==> config.mk <==
export PLATFORM = sky130hd
export DESIGN_NAME = rbcp_axil_master
export DESIGN_NICKNAME = d
export VERILOG_FILES = /design/src/rtl/rbcp_axil_master.sv
export SDC_FILE = /design/constraint.sdc
export NUM_CORES = 1
export LEC_CHECK = 0
export CORE_ASPECT_RATIO = 0.8
export CORE_MARGIN = 1.5
export CORE_UTILIZATION = 39
export CTS_CLUSTER_SIZE = 10
export DETAILED_ROUTE_END_ITERATION = 8
export GPL_ROUTABILITY_DRIVEN = 0
export HOLD_SLACK_MARGIN = 0.02
export PLACE_DENSITY = 0.88
export SLEW_MARGIN = 10
export SYNTH_ARGS = -nofsm -noshare
export SYNTH_HDL_FRONTEND = slang
export SYNTH_SLANG_ARGS = --single-unit
==> constraint.sdc <==
create_clock -name clk -period 3.1 [get_ports clk]
set_clock_uncertainty 0.05 [all_clocks]
set_input_delay 0.31 -clock clk [delete_from_list [all_inputs] [get_ports clk]]
set_output_delay 0.31 -clock clk [all_outputs]
set_load 0.01 [all_outputs]
==> src/rtl/rbcp_axil_master.sv <==
// rbcp_axil_master
//   Bridges the byte-wide SiTCP RBCP register port to single 32-bit
//   AXI4-Lite master transactions (one outstanding access at a time).
//
// Ports
//   clk, reset         : rising-edge clock, asynchronous active-high reset
//   rbcp_act           : RBCP session active; requests only accepted while high
//   rbcp_addr/wd       : byte address / write byte
//   rbcp_we/re         : single-cycle write / read strobes
//   rbcp_ack/rd        : single-cycle completion pulse / read byte
//   m_axi_*            : AXI4-Lite master (AW, W, B, AR, R channels)
//   debug_bresp/rresp  : last B / R response code, 2'b11 after a timeout
module rbcp_axil_master #(
    parameter int TIMEOUT_CYC = 1023
) (
    input  logic        clk,
    input  logic        reset,
    input  logic        rbcp_act,
    input  logic [31:0] rbcp_addr,
    input  logic [7:0]  rbcp_wd,
    input  logic        rbcp_we,
    input  logic        rbcp_re,
    output logic        rbcp_ack,
    output logic [7:0]  rbcp_rd,
    output logic [31:0] m_axi_awaddr,
    output logic        m_axi_awvalid,
    input  logic        m_axi_awready,
    output logic [31:0] m_axi_wdata,
    output logic [3:0]  m_axi_wstrb,
    output logic        m_axi_wvalid,
    input  logic        m_axi_wready,
    input  logic [1:0]  m_axi_bresp,
    input  logic        m_axi_bvalid,
    output logic        m_axi_bready,
    output logic [31:0] m_axi_araddr,
    output logic        m_axi_arvalid,
    input  logic        m_axi_arready,
    input  logic [31:0] m_axi_rdata,
    input  logic [1:0]  m_axi_rresp,
    input  logic        m_axi_rvalid,
    output logic        m_axi_rready,
    output logic [1:0]  debug_bresp,
    output logic [1:0]  debug_rresp
);
    localparam logic [2:0] S_IDLE    = 3'd0;
    localparam logic [2:0] S_WR      = 3'd1;
    localparam logic [2:0] S_WR_RESP = 3'd2;
    localparam logic [2:0] S_RD      = 3'd3;
    localparam logic [2:0] S_RD_RESP = 3'd4;
    localparam logic [2:0] S_DONE    = 3'd5;

    localparam int              CW     = $clog2(TIMEOUT_CYC + 1);
    localparam logic [CW-1:0]   TO_MAX = CW'(TIMEOUT_CYC);

    logic [2:0]    state_q, state_d;
    logic [CW-1:0] cnt_q, cnt_d;
    logic [31:0]   awaddr_q, awaddr_d, araddr_q, araddr_d, wdata_q, wdata_d;
    logic [3:0]    wstrb_q, wstrb_d;
    logic [1:0]    lane_q, lane_d;
    logic          awvalid_q, awvalid_d, wvalid_q, wvalid_d, bready_q, bready_d;
    logic          arvalid_q, arvalid_d, rready_q, rready_d, ack_q, ack_d;
    logic [7:0]    rd_q, rd_d;
    logic [1:0]    bresp_q, bresp_d, rresp_q, rresp_d;
    logic          aw_done, w_done, timeout;

    always_comb begin
        state_d   = state_q;
        awaddr_d  = awaddr_q;
        araddr_d  = araddr_q;
        wdata_d   = wdata_q;
        wstrb_d   = wstrb_q;
        lane_d    = lane_q;
        awvalid_d = awvalid_q;
        wvalid_d  = wvalid_q;
        bready_d  = bready_q;
        arvalid_d = arvalid_q;
        rready_d  = rready_q;
        ack_d     = 1'b0;
        rd_d      = rd_q;
        bresp_d   = bresp_q;
        rresp_d   = rresp_q;
        aw_done   = 1'b0;
        w_done    = 1'b0;
        timeout   = (cnt_q == TO_MAX);

        case (state_q)
            S_IDLE: begin
                // Write has priority when both strobes arrive together.
                if (rbcp_act && rbcp_we) begin
                    awaddr_d  = {rbcp_addr[31:2], 2'b00};
                    wdata_d   = {4{rbcp_wd}};
                    wstrb_d   = 4'b0001 << rbcp_addr[1:0];
                    lane_d    = rbcp_addr[1:0];
                    awvalid_d = 1'b1;
                    wvalid_d  = 1'b1;
                    state_d   = S_WR;
                end else if (rbcp_act && rbcp_re) begin
                    araddr_d  = {rbcp_addr[31:2], 2'b00};
                    lane_d    = rbcp_addr[1:0];
                    arvalid_d = 1'b1;
                    state_d   = S_RD;
                end
            end
            S_WR: begin
                // Both valids are raised on entry, so a cleared valid means
                // that channel has already handshaken.
                aw_done = !awvalid_q || m_axi_awready;
                w_done  = !wvalid_q || m_axi_wready;
                if (awvalid_q && m_axi_awready) awvalid_d = 1'b0;
                if (wvalid_q && m_axi_wready)   wvalid_d  = 1'b0;
                if (aw_done && w_done) begin
                    bready_d = 1'b1;
                    state_d  = S_WR_RESP;
                end else if (timeout) begin
                    awvalid_d = 1'b0;
                    wvalid_d  = 1'b0;
                    bresp_d   = 2'b11;
                    state_d   = S_IDLE;
                end
            end
            S_WR_RESP: begin
                if (m_axi_bvalid) begin
                    bready_d = 1'b0;
                    bresp_d  = m_axi_bresp;
                    ack_d    = (m_axi_bresp == 2'b00) && rbcp_act;
                    state_d  = S_DONE;
                end else if (timeout) begin
                    bready_d = 1'b0;
                    bresp_d  = 2'b11;
                    state_d  = S_IDLE;
                end
            end
            S_RD: begin
                if (m_axi_arready) begin
                    arvalid_d = 1'b0;
                    rready_d  = 1'b1;
                    state_d   = S_RD_RESP;
                end else if (timeout) begin
                    arvalid_d = 1'b0;
                    rresp_d   = 2'b11;
                    state_d   = S_IDLE;
                end
            end
            S_RD_RESP: begin
                if (m_axi_rvalid) begin
                    rready_d = 1'b0;
                    rd_d     = m_axi_rdata[8*lane_q +: 8];
                    rresp_d  = m_axi_rresp;
                    ack_d    = (m_axi_rresp == 2'b00) && rbcp_act;
                    state_d  = S_DONE;
                end else if (timeout) begin
                    rready_d = 1'b0;
                    rresp_d  = 2'b11;
                    state_d  = S_IDLE;
                end
            end
            S_DONE:  state_d = S_IDLE;
            default: state_d = S_IDLE;
        endcase

        // Timeout counter restarts on every state change.
        if (state_d != state_q) begin
            cnt_d = '0;
        end else if (state_q == S_WR || state_q == S_WR_RESP ||
                     state_q == S_RD || state_q == S_RD_RESP) begin
            cnt_d = cnt_q + CW'(1);
        end else begin
            cnt_d = '0;
        end
    end

    always_ff @(posedge clk or posedge reset) begin
        if (reset) begin
            state_q   <= S_IDLE;
            cnt_q     <= '0;
            awaddr_q  <= '0;
            araddr_q  <= '0;
            wdata_q   <= '0;
            wstrb_q   <= 4'h0;
            lane_q    <= 2'b00;
            awvalid_q <= 1'b0;
            wvalid_q  <= 1'b0;
            bready_q  <= 1'b0;
            arvalid_q <= 1'b0;
            rready_q  <= 1'b0;
            ack_q     <= 1'b0;
            rd_q      <= 8'h00;
            bresp_q   <= 2'b00;
            rresp_q   <= 2'b00;
        end else begin
            state_q   <= state_d;
            cnt_q     <= cnt_d;
            awaddr_q  <= awaddr_d;
            araddr_q  <= araddr_d;
            wdata_q   <= wdata_d;
            wstrb_q   <= wstrb_d;
            lane_q    <= lane_d;
            awvalid_q <= awvalid_d;
            wvalid_q  <= wvalid_d;
            bready_q  <= bready_d;
            arvalid_q <= arvalid_d;
            rready_q  <= rready_d;
            ack_q     <= ack_d;
            rd_q      <= rd_d;
            bresp_q   <= bresp_d;
            rresp_q   <= rresp_d;
        end
    end

    assign rbcp_ack      = ack_q;
    assign rbcp_rd       = rd_q;
    assign m_axi_awaddr  = awaddr_q;
    assign m_axi_awvalid = awvalid_q;
    assign m_axi_wdata   = wdata_q;
    assign m_axi_wstrb   = wstrb_q;
    assign m_axi_wvalid  = wvalid_q;
    assign m_axi_bready  = bready_q;
    assign m_axi_araddr  = araddr_q;
    assign m_axi_arvalid = arvalid_q;
    assign m_axi_rready  = rready_q;
    assign debug_bresp   = bresp_q;
    assign debug_rresp   = rresp_q;
endmodule
## After elaboration in Yosys (flattened, before gate mapping)

Cells that the tools add are included.

- Multiplexer cells: 43
- Reductions and logical operators: 32
- Shift-type cells: 2
- Bitwise gates (word level): 1
- Equality and inequality tests: 16
- Add/subtract/negate cells: 1

Operators with widths:

| operator | count |
|---|---|
| $shiftx 32x6->8 | 1 |
| $mux 3 | 7 |
| $mux 10 | 2 |
| $mux 1 | 17 |
| $mux 2 | 8 |
| $pmux 3 s5 | 1 |
| $ne 2x2->1 const B | 7 |
| $pmux 1 s2 | 6 |
| $reduce_and 2->1 | 6 |
| $add 10x1->10 const B | 1 |
| $eq 10x10->1 const B | 1 |
| $reduce_bool 2->1 | 5 |
| $ne 3x3->1 const B | 3 |
| $reduce_and 3->1 | 3 |
| $pmux 2 s2 | 2 |
| $logic_and 1x1->1 | 7 |
| $eq 3x2->1 const B | 2 |
| $logic_or 1x1->1 | 5 |
| $logic_not 2->1 | 2 |
| $reduce_and 4->1 | 1 |
| $shl 1x2->4 const A | 1 |
| $eq 3x1->1 const B | 1 |
| $eq 3x3->1 const B | 1 |
| $logic_not 3->1 | 1 |
| 3 further kinds | 4 |

- Output and inout port bits: 118
- Flip-flop bits (word level): 129
- Input port bits: 86
- Logic and storage cells: 111

## Longest topological paths before layout

- Depth in word-level cells: 7
- Gate-level depth with buffers: 7
- Gate-level depth less buffers: 5

## Least setup slack after synthesis

OpenSTA, ideal clock, no wires.

- Path type: reg2reg
- From: register state_q[1]
- To: register awaddr_q[10], in the netlist m_axi_awaddr[10]
- Buffers on the path: 3
- Slack: 1.323 ns
- Setup time: 0.125 ns
- Data arrival time: 1.602 ns
- Cell stages (with the launch flop): 7
- Path through: dfrtp_1 buf_4 nor4b_4 and2_1 buf_2 buf_4 mux2_2

- Longest elaborated chain between the ends: 2

RTL lines:

| item | line | RTL |
|---|---|---|
| start, declared | 55 | `logic [2:0] state_q, state_d;` |
| start signal, assigned | 191 | `state_q <= state_d;` |
| $logic_not 3->1 | 86 | `case (state_q)` |
| $reduce_and 2->1 (no line) | - |  |
| end signal, assigned | 193 | `awaddr_q <= awaddr_d;` |
| end, declared | 57 | `logic [31:0] awaddr_q, awaddr_d, araddr_q, araddr_d, wdata_q, wdata_d;` |

No other way between the ends.
A chain may end at the register's enable or synchronous reset.

## Worst setup path in the final report

- From: register state_q[1]
- To: register awaddr_q[4], in the netlist m_axi_awaddr[4]

Same word-level chain as after synthesis.

==> impl_results.md <==
- # fillers: roughly 950
- Biggest area consumer among synthesized cells: dfrtp_1
- Arrival @ worst endpoint: around 2.4 ns
- CP Launch Point: state_q[1]
- IO Count: ~200
- DR vias: between 3000 and 4000
- CTS sink count: 105
- Distinct cell type count after synthesis: 51
- Proportion of layout cells with a drive suffix above 1: 13.9%
- Final setup violation count: 0
- Leak Pwr: between 3 and 4 nW
- Net Sw Frac: between 30 and 40%
- Ratio of final minimum period to clock period: a little under three quarters
- Clock latency on the worst-skew pair: about 0.35 ns
- Setup Fix Bufs, Post-CTS: 0
- R2r setup slk: approximately 0.90 ns
- Port-buffer cells: slightly below 200
- Combinational share of power: 47.5%
- Final setup TNS: 0 ns
- Family with the most delay on the worst path: simple AND/OR/NAND/NOR gates
- Worst path required time: about 3.3 ns
- Hold buffer count at CTS: 0
- GRT Resource Usage Total: approximately 19%
- Cells after DPL: 740
- FP Rows: 36
- Status: completed
- Width of the die: between 100 and 150 um
- CP Capture Type: flip-flop
- Final Instance Count excl. Fillers: ~760
- Max-slew violation count: 0
- Number of routed nets with antenna violations: 0
- Die Y: around 100 um
- Reg2Reg Depth: 4
- Buf/Inv on CP: 1
- Synth top area share: about 54%
- Post-DP HPWL: a little over 9 mm
- Pwr Density: 980 nW/um2
- Crit-path slowest cell: dfrtp_1
- Number of synthesized flops with an enable pin: 0
- DP Worst Slack: between 0.6 and 0.7 ns
- Cell area after synthesis: just under 5000 um2
- Seq/Total Area, Yosys: between 50% and 60%
- CTS root buffer: clkbuf_16
- Clock power frac: between 10% and 20%
- Hold Crit Class: in -> async
- # DRC: 0
- FF+latch count, synth: around 110
- Worst-Margin Slew: ~0.92 ns
- Nets: a little under 700
- CP Cell Sequence: nor4b_4 > and2_2 > buf_4 > mux2_2
- Vias per cell: about 5
- TritonCTS clock tree: built
- Sequential fraction of design power: approximately 36%
- Crit path to: m_axi_awaddr[4]
- CP Depth: 4
- CP Class: reg -> reg
- Fraction of registers with async set/reset: 100%
- Initial Utilization: 39.9%
- Initial DRC count: roughly 150
- YS warnings: 0
- Syn avg cell area: around 11 um2
- Largest net degree at the start of global routing: 70
- Fmax: 455 MHz
- Worst VDD drop: approximately 490 uV
- Worst R2R End: m_axi_awaddr[4]
- Startpoint Class: flip-flop
- Area Growth Syn to Fin: 46.0%
- Fin crit period: about 2.2 ns
- Worst-path fanout max: 31
- Top post-synthesis cells by area: dfrtp_1 (54%), nand2_1 (9.8%), mux2_2 (9.3%), buf_4 (5.3%), mux4_2 (3.7%)
- FF-to-FF Start: state_q[1]
- Max Cap Viol: 0
- Routed WL per cell: about 16 um
- Clk buf depth: 2
- Most frequent cells after synthesis: nand2_1 (126), dfrtp_1 (105), mux2_2 (40)
- Worst slew margin: 37.9%
- Count leader, synth: nand2_1
- Fin. Hold Viols: 0
- Initial antenna violation count: 1
- Vias in the first global route: 3751
- H-tree depth: 3
- Setup ws final: about 0.9 ns
- Die area: between 10000 and 15000 um2
- Most used flip-flop cell after synthesis: dfrtp_1
- Post-Syn Instances: 430
- RSZ-0062 raised after global routing: false
- Area of the core: roughly 12000 um2
- Clock transition at path regs: 0.07 ns
- Global-route wire length before repair: 18.9 mm
- Int Power: between 4 and 5 mW
- GR Overflow Total: 0
- Num CTS Buffers: 9
- Post-CTS resize count: 0
- Max stage delay on crit path: about 0.59 ns
- Total wire length: 12.2 mm
- Total iterations of the first detailed-routing run: 5
- Net switching power: 2.36 mW
[routing by layer]
metal  vias to the layer above  part of all wire (%)  global-route usage, %
met4                         0                   2.1                   6.56
met1                      1861                    41                   21.8
li1                       1765                     -                      -
met3                        19                   6.2                   5.29
met5                         -                     0                      0
met2                       141                    51                   32.8
[kinds of logic (layout without fill, tap and decap cells)]
family	Yosys count	count (layout)	synth area share (%)
and+or+nand+nor	178	178	17.8
DFF	105	105	54.3
buffers and inverters	53	224	7.09
muxes	49	49	13.2
AOI/OAI and AO/OA	34	34	5.61
xor gates and xnor gates	9	9	1.63
adders and majority gates	1	1	0.259
other	1	5	0.0775
[worst min path at each step]
stage | from | to | cells after the start | slack (ns)
after floorplan | rbcp_addr[1] | m_axi_wstrb[0] | 1 | 0.36
final | reset | m_axi_awaddr[17] | 3 | 0.37
after detailed placement | m_axi_araddr[8] | m_axi_araddr[8] | 2 | 0.42
after CTS | reset | m_axi_araddr[17] | 3 | 0.40
after global routing | reset | m_axi_araddr[14] | 3 | 0.41
after global placement | rbcp_rd[6] | rbcp_rd[6] | 2 | 0.41
[worst min-delay path, cell delays in order]
cell and delay [ns]:
clkdlybuf4s50_1 0.45, clkinvlp_4 0.11, buf_12 0.31
[flip-flops by register name (all words and copies together) (netlist names)]
name           flops
m_axi_araddr      30
m_axi_awaddr      30
cnt_q             10
m_axi_wdata        8
rbcp_rd            8
m_axi_wstrb        4
state_q            3
debug_bresp        2
debug_rresp        2
lane_q             2
m_axi_arvalid      1
m_axi_awvalid      1
m_axi_bready       1
m_axi_rready       1
m_axi_wvalid       1
rbcp_ack           1
[cell type report]
class / count / area [um2] / share of cell area (%)
Clock buffer: 9 / 225 / 3.19
Sequential cell: 105 / 2630 / 37.2
Antenna cell: 1 / 2.50 / 0.0354
Timing Repair Buffer: 204 / 2040 / 28.9
Multi-Input combinational cell: 275 / 1880 / 26.6
Clock inverter: 7 / 78.8 / 1.12
Tap cell: 152 / 190 / 2.69
Inverter: 4 / 18.8 / 0.266
[placed cells by master, fill, tap and decap left out, types with 2 or more instances in the layout]
master             n
nand2_1          126
nand2b_1           6
a21oi_1            2
o21ai_0           10
dfrtp_1          105
o211ai_1           2
nand3_1            2
nand3b_1           4
nor2_1             5
clkbuf_16          9
nand4_1            2
nor3_1             7
conb_1             4
buf_4              4
mux4_2             8
clkdlybuf4s50_1  199
clkinvlp_4         3
nor2b_1            7
o21a_1             4
nor4_2             6
inv_1              3
mux2_2            40
o22a_1             5
xnor2_1            4
xor2_1             5
[through the flow]
step | area [um2] | utilization, % | hold WS, ns | power (mW)
after floorplan | 4850 | - | 0.358 | 4.19
after CTS | 7060 | 58.3 | 0.396 | 7.00
final | 7060 | 58.3 | 0.371 | 6.92
after detailed placement | 6760 | 55.8 | 0.416 | 5.81
after global routing | 7060 | 58.3 | 0.407 | 7.34
after global placement | 6760 | 55.8 | 0.408 | 5.68
[power by group through the flow]
stage	combinational, mW	sequential, mW	clock, mW
after floorplan	1.58	2.61	0
after CTS	3.33	2.48	1.20
after detailed placement	3.32	2.49	0
after global routing	3.52	2.57	1.25
after global placement	3.22	2.46	0
final	3.29	2.47	1.16
Note: power is estimated with default switching activity, not from simulation.
==> RTL change, RTL diff (same settings) <==
Reset style: synchronous (`reset`), changed in one clocked block. Comments in the files are not updated.
--- a/src/rtl/rbcp_axil_master.sv
+++ b/src/rtl/rbcp_axil_master.sv
@@ -169,7 +169,7 @@
         end
     end
 
-    always_ff @(posedge clk or posedge reset) begin
+    always_ff @(posedge clk) begin
         if (reset) begin
             state_q   <= S_IDLE;
             cnt_q     <= '0;
Check against the original RTL: differs if reset is asserted again (counterexample within 4 cycles, from zero or initial values and one cycle with reset high); with reset held inactive, the same outputs for 4 cycles.
==> RTL change against the unedited design <==
Non-clock buffer count unchanged. Count of clock-buffer cells in the layout up 1. Worst setup slack worse by 0.067 ns. Synthesized area down 6.5%. Critical path depth unchanged. Wire length up 6.3%. Final area down 5.8%. Sequential cell count unchanged. Critical path type unchanged. Highest routed layer unchanged.
Power is not compared: it rests on default switching activity, and its combinational part moved more than twofold at a synthesized area within 25%.
==> RTL change: results (changes against the unedited design) <==
| Metric | Value |
|---|---|
| Status | finished, final reports clean |
| Worst skew pair latency | 0.34 ns |
| Layout cells sized above 1 | 6.46% (-7.5 points) |
| Asr flop ratio synth | 0% (-100 points) |
| Fillers | 925 (-2.3%) |
| Syn avg cell area | 8.42 um2 (-25%) |
| CTS buffer count | 9 (unchanged) |
| Worst Hold Class | in2reg |
| GRT Util Overall | 21.3% (+2.7 points) |
| CTS Root Buffer Type | clkbuf_16 |
| M3 GR Usage | 6.54% (+1.2 points) |
| Dpl hpwl | 9850 um (+7.8%) |
| CP max-delay cell | dfxtp_1 |
| M1 GR Usage | 23.9% (+2.1 points) |
| Worst setup margin | 0.833 ns (-0.0675 ns) |
| LEAKAGE | 2.25 nW |
| Worst vdd ir | 324 uV |
| Largest stage delay, worst path | 0.78 ns (+0.19 ns) |
| Dpl cells | 825 (+11%) |
| H-tree levels | 3 (unchanged) |
| Vias in the first global route | 4,181 (+11%) |
| CP arrival | 2.45 ns (+0.07 ns) |
| DP Area | 6370 um2 (-5.8%) |
| Yosys cell types | 54 (+5.9%) |
| Count of nets after finishing | 779 (+14%) |
| Setup repair bufs after CTS | 0 (unchanged) |
| Met2 Track Usage GR | 38.2% (+5.3 points) |
| Hold slack | 0.388 ns (+0.0164 ns) |
| Synth Flop Type | dfxtp_1 |
| CP delay by family, top | simple AND/OR/NAND/NOR gates |
| Ys Warns | 0 (unchanged) |
| Dpl ws | 0.825 ns (+0.149 ns) |
| Pre-antenna DRT Iters | 5 (unchanged) |
| Vias per cell | 5.22 (+4.3%) |
| Max Fanout on Critical Path | 19 (-39%) |
| Routed WL | 13,000 um (+6.3%) |
| Clock Tree Buf Depth | 2 (unchanged) |
| Starting DRT DRC Count | 244 (+62%) |
| Ant diodes | 0 (-1) |
| Reg clk slew, reported paths | 0.07 ns (about the same) |
| Antenna viol nets, final | 0 (unchanged) |
| PortBufs | 199 (unchanged) |
| Most frequent cells after synthesis | nand2_1, dfxtp_1, a21oi_1 |
| Post-Layout Cell Count | 841 (+11%) |
| Area contributors post-synth | dfxtp_1, nand2_1, a21oi_1 |
| Sequential fraction of the synthesis area | 46.5% (-7.8 points) |
| Post-CTS sizing | 0 (unchanged) |
| Initial antenna violation count | 0 (-1) |
| First-pass GRT wire length | 20,400 um (+8.3%) |
| Largest net degree at the start of global routing | 64 (-8.6%) |
| Actual slew at the worst max-slew pin | 0.702 ns (-0.219 ns) |
## RTL change: cell types whose count changed in the layout (fill, tap and decap cells not counted), sizes merged, moves of 5 or more
| cell | before | now |
|---|---|---|
| a21oi | 2 | 85 |
| dfrtp | 105 | 0 |
| mux2 | 40 | 1 |
| nand3 | 2 | 7 |
| o22a | 5 | 0 |
| nand2 | 126 | 162 |
| dfxtp | 0 | 105 |
| nor2b | 7 | 1 |
| nor2 | 5 | 12 |
## RTL change: layout make-up
class,instances,area share (%)
clock buffer,10,3.59
clock inverter,6,0.733
inverter,3,0.169
multi-input combinational,369,30.8
sequential,105,31.6
tap,144,2.71
timing repair buffer,204,30.4
## RTL change: logic make-up after synthesis
logic type               share of synthesized area [%]
multiplexers                                      4.68
adder cells (fa/ha/maj)                          0.277
flip-flops                                        46.5
buffers and inverters                             8.55
XOR/XNOR                                          1.74
AO/OA/AOI/OAI                                     14.5
AND/OR/NAND/NOR                                   23.7
other                                           0.0829
## RTL change: worst paths after layout
kind	from	to	cells after the start
max	state_q[1]$_SDFF_PP0_	cnt_q[7]$_SDFF_PP0_	4
min	reset	lane_q[0]$_SDFFE_PP0P_	2
max reg2reg	state_q[1]$_SDFF_PP0_	cnt_q[7]$_SDFF_PP0_	4
min reg2reg	m_axi_awaddr[3]$_SDFFE_PP0P_	m_axi_awaddr[3]$_SDFFE_PP0P_	2
## RTL change: metal layers
| metal | vias up | part of all wire [%] |
|---|---|---|
| met5 | - | 0 |
| met4 | 0 | 2.9 |
| met3 | 27 | 7.4 |
| met2 | 197 | 49 |
| met1 | 2063 | 40 |
| li1 | 2101 | - |
## RTL change: per-stage QoR
step	power, W	util, %
floorplan	0.00193	-
global placement	0.00224	57.6
detailed placement	0.00227	57.6
CTS	0.00336	60.2
global route	0.00349	60.2
finish	0.00333	60.2
## RTL change: power breakdown
group | switching (W) | total [W] | internal, W
combinational | 0.000328 | 0.000713 | 0.000385
clock | 0.000521 | 0.00110 | 0.000576
sequential | 0.0000902 | 0.00152 | 0.00143
